## src/rtl/connect4_pkg.sv

```systemverilog
// Shared Connect-4 definitions: board defaults, move-engine states and column/row types.
package connect4_pkg;

    localparam int unsigned ROWS_DEF = 6;
    localparam int unsigned COLS_DEF = 7;

    typedef enum logic [1:0] {
        SELECT = 2'd0,
        WRITE  = 2'd1,
        SWITCH = 2'd2,
        FULL   = 2'd3
    } state_e;

    typedef logic [$clog2(COLS_DEF)-1:0] col_t;
    typedef logic [$clog2(ROWS_DEF)-1:0] row_t;

endpackage

```

## src/rtl/control_columna_if.sv

```systemverilog
// Board-memory write channel: valid/ready handshake carrying row, column and piece owner.
interface control_columna_if #(
    parameter int unsigned ROWS = 6,
    parameter int unsigned COLS = 7
);
    logic                    wr_valid;
    logic                    wr_ready;
    logic [$clog2(ROWS)-1:0] wr_row;
    logic [$clog2(COLS)-1:0] wr_col;
    logic                    wr_player;

    modport master (
        output wr_valid,
        output wr_row,
        output wr_col,
        output wr_player,
        input  wr_ready
    );

    modport slave (
        input  wr_valid,
        input  wr_row,
        input  wr_col,
        input  wr_player,
        output wr_ready
    );
endinterface

```

## src/rtl/column_heights.sv

```systemverilog
// Per-column fill heights, column-full flags and total piece count for the move engine.
module column_heights
    import connect4_pkg::*;
#(
    parameter  int unsigned ROWS = ROWS_DEF,
    parameter  int unsigned COLS = COLS_DEF,
    localparam int unsigned CW   = $clog2(COLS),
    localparam int unsigned HW   = $clog2(ROWS + 1),
    localparam int unsigned NW   = $clog2(ROWS * COLS + 1)
) (
    input  logic                     clk,
    input  logic                     reset,
    input  logic                     inc,
    input  logic [CW-1:0]            col,
    output logic [COLS-1:0][HW-1:0]  heights,
    output logic [COLS-1:0]          col_full,
    output logic [NW-1:0]            count
);

    logic [COLS-1:0][HW-1:0] r_height;
    logic [NW-1:0]           r_count;

    always_ff @(posedge clk or posedge reset) begin
        if (reset) begin
            r_height <= '0;
            r_count  <= '0;
        end else if (inc) begin
            for (int c = 0; c < int'(COLS); c++) begin
                if (col == CW'(c)) begin
                    r_height[c] <= r_height[c] + HW'(1);
                end
            end
            r_count <= r_count + NW'(1);
        end
    end

    always_comb begin
        col_full = '0;
        for (int c = 0; c < int'(COLS); c++) begin
            col_full[c] = (r_height[c] == HW'(ROWS));
        end
    end

    assign heights = r_height;
    assign count   = r_count;

endmodule

```

## src/rtl/control_columna.sv

```systemverilog
// Connect-4 move engine: column cursor, drop requests over the write channel and turn hand-off.
// Optional turn timeout is enabled by defining TURN_TIMEOUT_EN.
module control_columna
    import connect4_pkg::*;
#(
    parameter int unsigned ROWS           = ROWS_DEF,
    parameter int unsigned COLS           = COLS_DEF,
    parameter int unsigned START_COL      = 3,
    parameter int unsigned TIMEOUT_CYCLES = 50_000_000
) (
    input  logic                      clk,
    input  logic                      reset,
    input  logic                      press_izq,
    input  logic                      press_der,
    input  logic                      press_ent,
    input  logic                      jugada,
    output logic                      btn_enable,
    output logic [$clog2(COLS)-1:0]   cursor_col,
    output logic                      player,
    control_columna_if.master         wr,
    output logic [COLS-1:0]           col_full,
    output logic                      drop_err,
    output logic                      turn_done,
`ifdef TURN_TIMEOUT_EN
    output logic                      timeout,
`endif
    output logic                      board_full
);

    localparam int unsigned CW = $clog2(COLS);
    localparam int unsigned RW = $clog2(ROWS);
    localparam int unsigned HW = $clog2(ROWS + 1);
    localparam int unsigned NW = $clog2(ROWS * COLS + 1);

    state_e                  r_state, w_state_next;
    logic [CW-1:0]           r_cursor, w_cursor_next;
    logic                    r_player;
    logic                    r_wr_valid;
    logic [RW-1:0]           r_wr_row;
    logic [CW-1:0]           r_wr_col;
    logic                    r_wr_player;
    logic                    r_drop_err;
    logic                    r_turn_done;
    logic                    r_board_full;

    logic [COLS-1:0][HW-1:0] w_heights;
    logic [COLS-1:0]         w_col_full;
    logic [NW-1:0]           w_count;

    logic w_sel, w_izq, w_der, w_ent, w_ent_ok, w_ent_full, w_hs, w_tmo_hit;

    column_heights #(
        .ROWS (ROWS),
        .COLS (COLS)
    ) u_heights (
        .clk      (clk),
        .reset    (reset),
        .inc      (w_hs),
        .col      (r_wr_col),
        .heights  (w_heights),
        .col_full (w_col_full),
        .count    (w_count)
    );

    // Press decode with izq > der > ent priority, only while a move can be taken.
    always_comb begin
        w_sel      = (r_state == SELECT) & jugada;
        w_izq      = w_sel & press_izq;
        w_der      = w_sel & press_der & ~press_izq;
        w_ent      = w_sel & press_ent & ~press_izq & ~press_der;
        w_ent_full = w_ent & w_col_full[r_cursor];
        w_ent_ok   = w_ent & ~w_col_full[r_cursor];
        w_hs       = (r_state == WRITE) & r_wr_valid & wr.wr_ready;
    end

`ifdef TURN_TIMEOUT_EN
    localparam int unsigned TW = $clog2(TIMEOUT_CYCLES + 1);

    logic [TW-1:0] r_tmo_cnt;
    logic          r_tmo_pend;
    logic          r_timeout;

    assign w_tmo_hit = (r_state == SELECT) & ~(w_izq | w_der | w_ent) &
                       (r_tmo_cnt == TW'(TIMEOUT_CYCLES - 1));

    always_ff @(posedge clk or posedge reset) begin
        if (reset) begin
            r_tmo_cnt  <= '0;
            r_tmo_pend <= 1'b0;
            r_timeout  <= 1'b0;
        end else begin
            if (r_state != SELECT || w_izq || w_der || w_ent || w_tmo_hit) begin
                r_tmo_cnt <= '0;
            end else begin
                r_tmo_cnt <= r_tmo_cnt + TW'(1);
            end
            if (w_tmo_hit) begin
                r_tmo_pend <= 1'b1;
            end else if (r_state == SWITCH) begin
                r_tmo_pend <= 1'b0;
            end
            r_timeout <= (r_state == SWITCH) & r_tmo_pend;
        end
    end

    assign timeout = r_timeout;
`else
    assign w_tmo_hit = 1'b0;
`endif

    always_ff @(posedge clk or posedge reset) begin
        if (reset) begin
            r_state <= SELECT;
        end else begin
            r_state <= w_state_next;
        end
    end

    always_comb begin
        w_state_next  = r_state;
        w_cursor_next = r_cursor;
        case (r_state)
            SELECT: begin
                if (w_ent_ok) begin
                    w_state_next = WRITE;
                end else if (w_tmo_hit) begin
                    w_state_next = SWITCH;
                end
            end
            WRITE: begin
                if (w_hs) begin
                    w_state_next = SWITCH;
                end
            end
            SWITCH: begin
                w_state_next = (w_count == NW'(ROWS * COLS)) ? FULL : SELECT;
            end
            FULL: begin
                w_state_next = FULL;
            end
            default: begin
                w_state_next = SELECT;
            end
        endcase

        if (w_izq) begin
            w_cursor_next = (r_cursor == '0) ? CW'(COLS - 1) : r_cursor - CW'(1);
        end else if (w_der) begin
            w_cursor_next = (r_cursor == CW'(COLS - 1)) ? '0 : r_cursor + CW'(1);
        end
    end

    always_ff @(posedge clk or posedge reset) begin
        if (reset) begin
            r_cursor     <= CW'(START_COL);
            r_player     <= 1'b0;
            r_wr_valid   <= 1'b0;
            r_wr_row     <= '0;
            r_wr_col     <= '0;
            r_wr_player  <= 1'b0;
            r_drop_err   <= 1'b0;
            r_turn_done  <= 1'b0;
            r_board_full <= 1'b0;
        end else begin
            r_cursor    <= w_cursor_next;
            r_drop_err  <= w_ent_full;
            r_turn_done <= (r_state == SWITCH);
            if (r_state == SWITCH) begin
                r_player <= ~r_player;
            end
            if (r_state == SWITCH && w_state_next == FULL) begin
                r_board_full <= 1'b1;
            end
            // Request fields are captured once and held until the handshake completes.
            if (w_ent_ok) begin
                r_wr_valid  <= 1'b1;
                r_wr_row    <= w_heights[r_cursor][RW-1:0];
                r_wr_col    <= r_cursor;
                r_wr_player <= r_player;
            end else if (w_hs) begin
                r_wr_valid  <= 1'b0;
            end
        end
    end

    assign btn_enable   = (r_state == SELECT);
    assign cursor_col   = r_cursor;
    assign player       = r_player;
    assign col_full     = w_col_full;
    assign drop_err     = r_drop_err;
    assign turn_done    = r_turn_done;
    assign board_full   = r_board_full;
    assign wr.wr_valid  = r_wr_valid;
    assign wr.wr_row    = r_wr_row;
    assign wr.wr_col    = r_wr_col;
    assign wr.wr_player = r_wr_player;

endmodule

```

## src/flat_wrapper.sv

```systemverilog
// flat-port wrapper written by rule: the top's interface ports become plain ports
module control_columna_flat import connect4_pkg::*;
#(
    parameter int unsigned ROWS           = ROWS_DEF,
    parameter int unsigned COLS           = COLS_DEF,
    parameter int unsigned START_COL      = 3,
    parameter int unsigned TIMEOUT_CYCLES = 50_000_000
)
  (clk, reset, press_izq, press_der, press_ent, jugada, btn_enable, cursor_col, player, col_full, drop_err, turn_done, board_full, wr_wr_valid, wr_wr_row, wr_wr_col, wr_wr_player, wr_wr_ready);
  control_columna_if #(.ROWS(ROWS), .COLS(COLS)) wr_i ();
  input  logic clk;
  input  logic reset;
  input  logic press_izq;
  input  logic press_der;
  input  logic press_ent;
  input  logic jugada;
  output logic btn_enable;
  output logic [$clog2(COLS)-1:0] cursor_col;
  output logic player;
  output logic [COLS-1:0] col_full;
  output logic drop_err;
  output logic turn_done;
  output logic board_full;
  output wire logic [$bits(wr_i.wr_valid)-1:0] wr_wr_valid;
  output wire logic [$bits(wr_i.wr_row)-1:0] wr_wr_row;
  output wire logic [$bits(wr_i.wr_col)-1:0] wr_wr_col;
  output wire logic [$bits(wr_i.wr_player)-1:0] wr_wr_player;
  input wire logic [$bits(wr_i.wr_ready)-1:0] wr_wr_ready;
  assign wr_wr_valid = wr_i.wr_valid;
  assign wr_wr_row = wr_i.wr_row;
  assign wr_wr_col = wr_i.wr_col;
  assign wr_wr_player = wr_i.wr_player;
  assign wr_i.wr_ready = wr_wr_ready;
  control_columna #(.ROWS(ROWS), .COLS(COLS), .START_COL(START_COL), .TIMEOUT_CYCLES(TIMEOUT_CYCLES)) u_core (.clk(clk), .reset(reset), .press_izq(press_izq), .press_der(press_der), .press_ent(press_ent), .jugada(jugada), .btn_enable(btn_enable), .cursor_col(cursor_col), .player(player), .wr(wr_i), .col_full(col_full), .drop_err(drop_err), .turn_done(turn_done), .board_full(board_full));
endmodule
```

## config.mk

```make
export PLATFORM = sky130hd
export DESIGN_NAME = control_columna_flat
export DESIGN_NICKNAME = d
export VERILOG_FILES = /design/src/rtl/connect4_pkg.sv /design/src/rtl/control_columna_if.sv /design/src/rtl/column_heights.sv /design/src/rtl/control_columna.sv /design/src/flat_wrapper.sv
export SDC_FILE = /design/constraint.sdc
export NUM_CORES = 1
export LEC_CHECK = 0
export ABC_AREA = 1
export ABC_CLOCK_PERIOD_IN_PS = 2000
export CAP_MARGIN = 20
export CORE_MARGIN = 2
export CORE_UTILIZATION = 56
export CTS_CLUSTER_DIAMETER = 100
export CTS_CLUSTER_SIZE = 25
export DETAILED_ROUTE_END_ITERATION = 7
export PLACE_DENSITY_LB_ADDON = 0.2
export SYNTH_ARGS = -nofsm -noshare
export SYNTH_HDL_FRONTEND = slang
export SYNTH_SLANG_ARGS = --single-unit
```

## constraint.sdc

```tcl
create_clock -name clk -period 2 [get_ports clk]
set_input_delay 0.5 -clock clk [delete_from_list [all_inputs] [get_ports clk]]
set_output_delay 0.5 -clock clk [all_outputs]
set_load 0.02 [all_outputs]
```

* After elaboration in Yosys (flattened, before gate mapping)
Cells that the tools add are included.
W data, S select, Z words.
** Word-level totals
- Bits in registers :: 44
- Output and inout bits :: 23
- Logic and storage cells :: 90
** Cells by class
- Add/sub/neg operators :: 10
- Magnitude comparators :: 1
- Equal/unequal tests :: 19
- Mux-type cells :: 14
- Bitwise logic cells :: 15
- Reduce and logical (&&, ||, !) cells :: 13
** Operators with widths (number)
- $eq A3 B3 Y1 const B :: 11
- $add A3 B1 Y3 const B :: 8
- $mux W3 :: 5
- $reduce_and A2 Y1 :: 7
- $and A1 B1 Y1 :: 11
- $bmux W3 S3 :: 1
- $pmux W2 S4 :: 1
- $add A6 B1 Y6 const B :: 1
- $eq A2 B2 Y1 const B :: 3
- $eq A3 B2 Y1 const B :: 2
- $eq A6 B6 Y1 const B :: 1
- $logic_not A3 Y1 :: 2
- $mux W2 :: 3
- $lt A3 B4 Y1 const B :: 1
- $not A1 Y1 :: 4
- $reduce_bool A2 Y1 :: 2
- $bmux W1 S3 :: 1
- $eq A3 B1 Y1 const B :: 1
- $mux W1 :: 3
- $sub A3 B1 Y3 const B :: 1
- $eq A2 B1 Y1 const B :: 1
- $logic_not A2 Y1 :: 1
- $logic_and A1 B1 Y1 :: 1

* Depth between registers and ports, before layout
- Depth in word-level cells :: 10
- Gate-level depth with buffers :: 10
- Gate-level depth less buffers :: 10

* Hierarchy
Synthesis repeated with hierarchy kept, for this count alone.
** Unflattened totals
- Cell total of the unflattened synthesis :: 333
- Area, all modules :: 2715.1 µm²
** Modules (own cells, without submodules)
- column_heights :: instances 1, cells each 148, area each 1396.3 µm²
- control_columna :: instances 1, cells each 185, area each 1318.8 µm²

* Least setup slack after synthesis
OpenSTA, ideal clock, no wires.
- Path type :: reg-to-reg
- From :: register u_core.r_cursor[0] (netlist: u_core.cursor_col[0])
- To :: register u_core.r_cursor[1] (netlist: u_core.cursor_col[1])
- Setup time :: 0.078 ns
- Arrival :: 1.661 ns
- Data required time :: 1.922 ns
- Slack :: 0.261 ns
- Stages on the path, launching flop included :: 10
- Cells stage by stage :: dfstp_2 > buf_6 > inv_4 > buf_4 > ha_1 > or2_2 > nand3_1 > nand3_1 > o21ai_0 > inv_1
** On the way
- Word-level cells in the longest chain between the ends :: 4
- Elaborated cells between the ends (all ways) :: 8
- Classes of those cells :: add/sub: 2; eq/ne: 1; mux: 4; reduce/logical: 1
** Ends and longest elaborated chain
- start, declared :: line control_columna.sv:36 : logic [CW-1:0] r_cursor, w_cursor_next;
- start signal, assigned :: line control_columna.sv:155 : r_cursor <= CW'(START_COL);
- start signal, assigned :: line control_columna.sv:165 : r_cursor <= w_cursor_next;
- $add A3 B1 Y3 / $eq A3 B3 Y1 (equally long branches) :: line control_columna.sv:149 : w_cursor_next = (r_cursor == CW'(COLS - 1)) ? '0 : r_cursor + CW'(1);
- $mux W3 :: line control_columna.sv:149
- $mux W3 :: line control_columna.sv:148 : end else if (w_der) begin
- $mux W3 (*) :: line control_columna.sv:146 : if (w_izq) begin
Mark *: on every way between the ends. The rest lies on a longest branch, timed or not. The select of a mux whose other input is x is not followed.
A chain may end at the register's enable or synchronous reset.

* Final worst setup path
- From :: register u_core.u_heights.r_height, in the netlist u_core.u_heights.heights[0]
- To :: output port col_full[0]
** On the way
- Word-level cells in the longest chain between the ends :: 1
** Ends and longest elaborated chain
- start, declared :: line column_heights.sv:20 : logic [COLS-1:0][HW-1:0] r_height;
- start signal, assigned by index :: line column_heights.sv:30 : r_height[c] <= r_height[c] + HW'(1);
- $eq A3 B3 Y1 :: line column_heights.sv:40 : col_full[c] = (r_height[c] == HW'(ROWS));
- end, declared :: line flat_wrapper.sv:20 : output logic [COLS-1:0] col_full;
Every way passes these cells.

==> qor.txt <==
GR Layer Usage met1 -> 30.59%
Max clock buf depth -> 2
placeable core region -> 4692 um^2
Overflow after GRT -> 0
initial antenna violation count -> 0
synthesized flop and latch total -> 44
endpoints failing setup -> 0
via/cell ratio -> 5.049
post-CTS setup buffer count -> 0
Synth area leader -> dfrtp_1
Synthesis Warnings -> 0
HP Class -> register to register
Core Rows -> 25
Post-Route WL -> 5341 um
f_max -> 518.0 MHz
area grow syn2layout -> 16.98%
most used routing layer in global routing -> met2
post-synthesis area per instance -> 8.584 um^2
vias -> 2050
WP data required -> 1.50 ns
Final Critical Period -> 1.930 ns
wire per inst -> 13.16 um
Initial DRT Pass Iterations -> 4
Clk Latency, worst-skew pair -> 0.30 ns
crit start category -> register
Post-Route Setup TNS -> 0 ns
slew margin rel. -> 61.89%
CP arrival -> 1.43 ns
Syn Inst Count -> 315
number of global-route vias before repair -> 2094
period utilization -> 96.52%
die area -> 5400 um^2
gpl congestion -> 0.8105
DR iter-0 viols -> 142
post-DP HPWL -> 3994 um
largest net degree at the start of global routing -> 26
Ant. Diodes -> 0
post-synth top area share -> 38.87%
Leak -> 1.656 nW
PwrDens -> 517.1 nW/um^2
clk slew on worst S/H paths -> 0.09 ns
top post-synthesis cells by area -> dfrtp_1 39%, nand2_1 13%, ha_1 9.7%, nand3_1 7.0%, inv_1 5.6%
first-pass GRT wire length -> 9425 um
CTS Hold Bufs -> 0
Syn Std Cell Area -> 2704 um^2
largest fanout on the critical path -> 3
Buffers on Ports -> 29
share of post-route cells with drive strength above 1 -> 12.78%
unrepaired setup endpoints after global routing -> false
TritonCTS Buffers -> 5
Distinct cells, synth -> 33
GR Util met2 -> 36.41%
Net Count, Synth -> 343
Max VDD drop -> 0.4401 mV
GRT Resource Usage Total -> 22.41%
Final ANT Viol Nets -> 0
nets -> 379
I/O pins -> 30
placed cell count -> 398
skew final -> 0.007026 ns
crit end category -> primary output
width of the die -> 73.49 um
Seq/Total Area, Yosys -> 40.81%
crit path kind -> register to primary output
grt met3 use -> 3.292%
Die H -> 73.49 um
max-slew violations -> 0
Final Power -> 1.636 mW
clock sink count -> 44
worst-margin pin slew -> 0.5682 ns
status -> complete, no violations
H-tree depth -> 2
Root Driver -> clkbuf_8
CTS tree -> yes
Starting Density -> 57.63%
Final Non-Filler Cells -> 406
DRC viols -> 0
max_cap viols -> 0
Final Hold Fails -> 0
## final timing paths
| check | to | startpoint | depth (start not counted) | slack, ns |
|---|---|---|---|---|
| hold / removal | u_core.board_full | u_core.board_full | 1 | 0.47 |
| min in group asynchronous | u_core.u_heights.heights[11] | reset | 2 | 0.48 |
| max in group asynchronous | u_core.wr.wr_row[0] | reset | 3 | 1.05 |
| hold reg to reg | u_core.board_full | u_core.board_full | 1 | 0.47 |
| setup / recovery | col_full[0] | u_core.u_heights.heights[0] | 5 | 0.07 |
| setup reg to reg | u_core.cursor_col[1] | u_core.cursor_col[1] | 8 | 0.35 |
## cell usage after synthesis
cell type / number
a21oi_1: 1
dfrtp_1: 42
xor2_1: 14
buf_4: 1
nor2_1: 11
nor2_4: 3
o21ai_1: 8
nor2_8: 1
nand3_1: 38
inv_4: 2
nand4_1: 1
nand4_2: 2
nand3_4: 4
nor3_1: 2
xnor2_2: 1
or2_2: 2
a31o_2: 1
nand2_1: 91
buf_1: 1
ha_1: 21
nand3_2: 1
nor2_2: 1
o21ai_0: 8
buf_2: 2
buf_6: 2
xnor2_1: 5
nand2_2: 2
inv_1: 40
nand4_4: 2
inv_2: 1
o32ai_1: 1
buf_12: 1
dfstp_2: 2
## layout make-up
class	instances	area [um^2]
flip-flops and latches	44	1106
clock inverters	3	46.29
clock buffers	5	68.82
multi-input cells	221	1370
repair buffers	36	337.8
inverters	43	166.4
fillers	387	1529
well taps	54	67.56
## state kept, by name, summed over array words and instances (netlist names)
name	flops
u_core.wr.wr_player	1
u_core.u_heights.heights	21
u_core.board_full	1
u_core.cursor_col	3
u_core.wr.wr_col	3
u_core.turn_done	1
u_core.player	1
u_core.r_state	2
u_core.drop_err	1
u_core.wr.wr_valid	1
u_core.wr.wr_row	3
u_core.u_heights.count	6
## layout by cell type, fill, tap and decap left out, types with 2 or more instances in the layout
cell type	netlist	final
dlygate4sd2_1	0	4
inv_1	40	39
xnor2_1	5	5
nand4_2	2	2
o21ai_0	8	8
o21ai_1	8	8
inv_4	2	2
or2_2	2	2
dfstp_2	2	2
buf_4	1	6
nor3_1	2	2
nand2_1	91	91
xor2_1	14	14
nand3_1	38	38
nand3_4	4	4
clkbuf_2	0	3
ha_1	21	21
clkdlybuf4s50_1	0	20
dfrtp_2	0	2
clkbuf_8	0	5
nor2_4	3	3
dfrtp_1	42	40
nand4_4	2	2
nor2_1	11	11
nand2_2	2	2
## power breakdown
part,internal (mW),total (mW),switching (mW)
registers,0.889,0.889,0
logic,0.0163,0.0402,0.0239
clock network,0.377,0.706,0.330
total,1.28,1.64,0.354
## per-layer routing
metal  routed length (um)  share of wire (%)  vias up
met1                 2512                 47      926
met3                  176                3.3       11
li1                     -                  -     1060
met2                 2545                 48       53
met4                  106                2.0        0
met5                    0                  0        -
## through the flow
| stage | utilization, % | worst slack, ns | area [um^2] | hold slack, ns |
|---|---|---|---|---|
| after floorplan | - | 0.2605 | 2704 | 0.4845 |
| after global placement | 65.28 | 0.1074 | 3063 | 0.4566 |
| after detailed placement | 65.28 | 0.06889 | 3063 | 0.4584 |
| after CTS | 67.57 | 0.007650 | 3171 | 0.4794 |
| after global routing | 67.41 | 0.0003040 | 3163 | 0.4987 |
| final | 67.41 | 0.06962 | 3163 | 0.4734 |
## worst max-delay path, stage by stage (launching register included)
cell	delay, ns
dfrtp_1	0.39
inv_1	0.11
ha_1	0.19
nand2_1	0.09
inv_1	0.06
clkdlybuf4s15_1	0.30
## logic make-up after synthesis
kind of cell             after synthesis  share of synthesized area [%]
flip-flops                            44                          40.81
buffers and inverters                 50                          8.514
XOR/XNOR                              20                          6.756
AND/OR/NAND/NOR                      161                          30.40
AO/OA/AOI/OAI                         19                          3.795
adder cells (fa/ha/maj)               21                          9.718
## timing repair
item	in CTS	in global routing
hold endpoints to repair	0	0
endpoints found under the setup margin	10	5
resized for setup	10	8
pin swaps	0	0
Note: power is estimated with default switching activity, not from simulation.
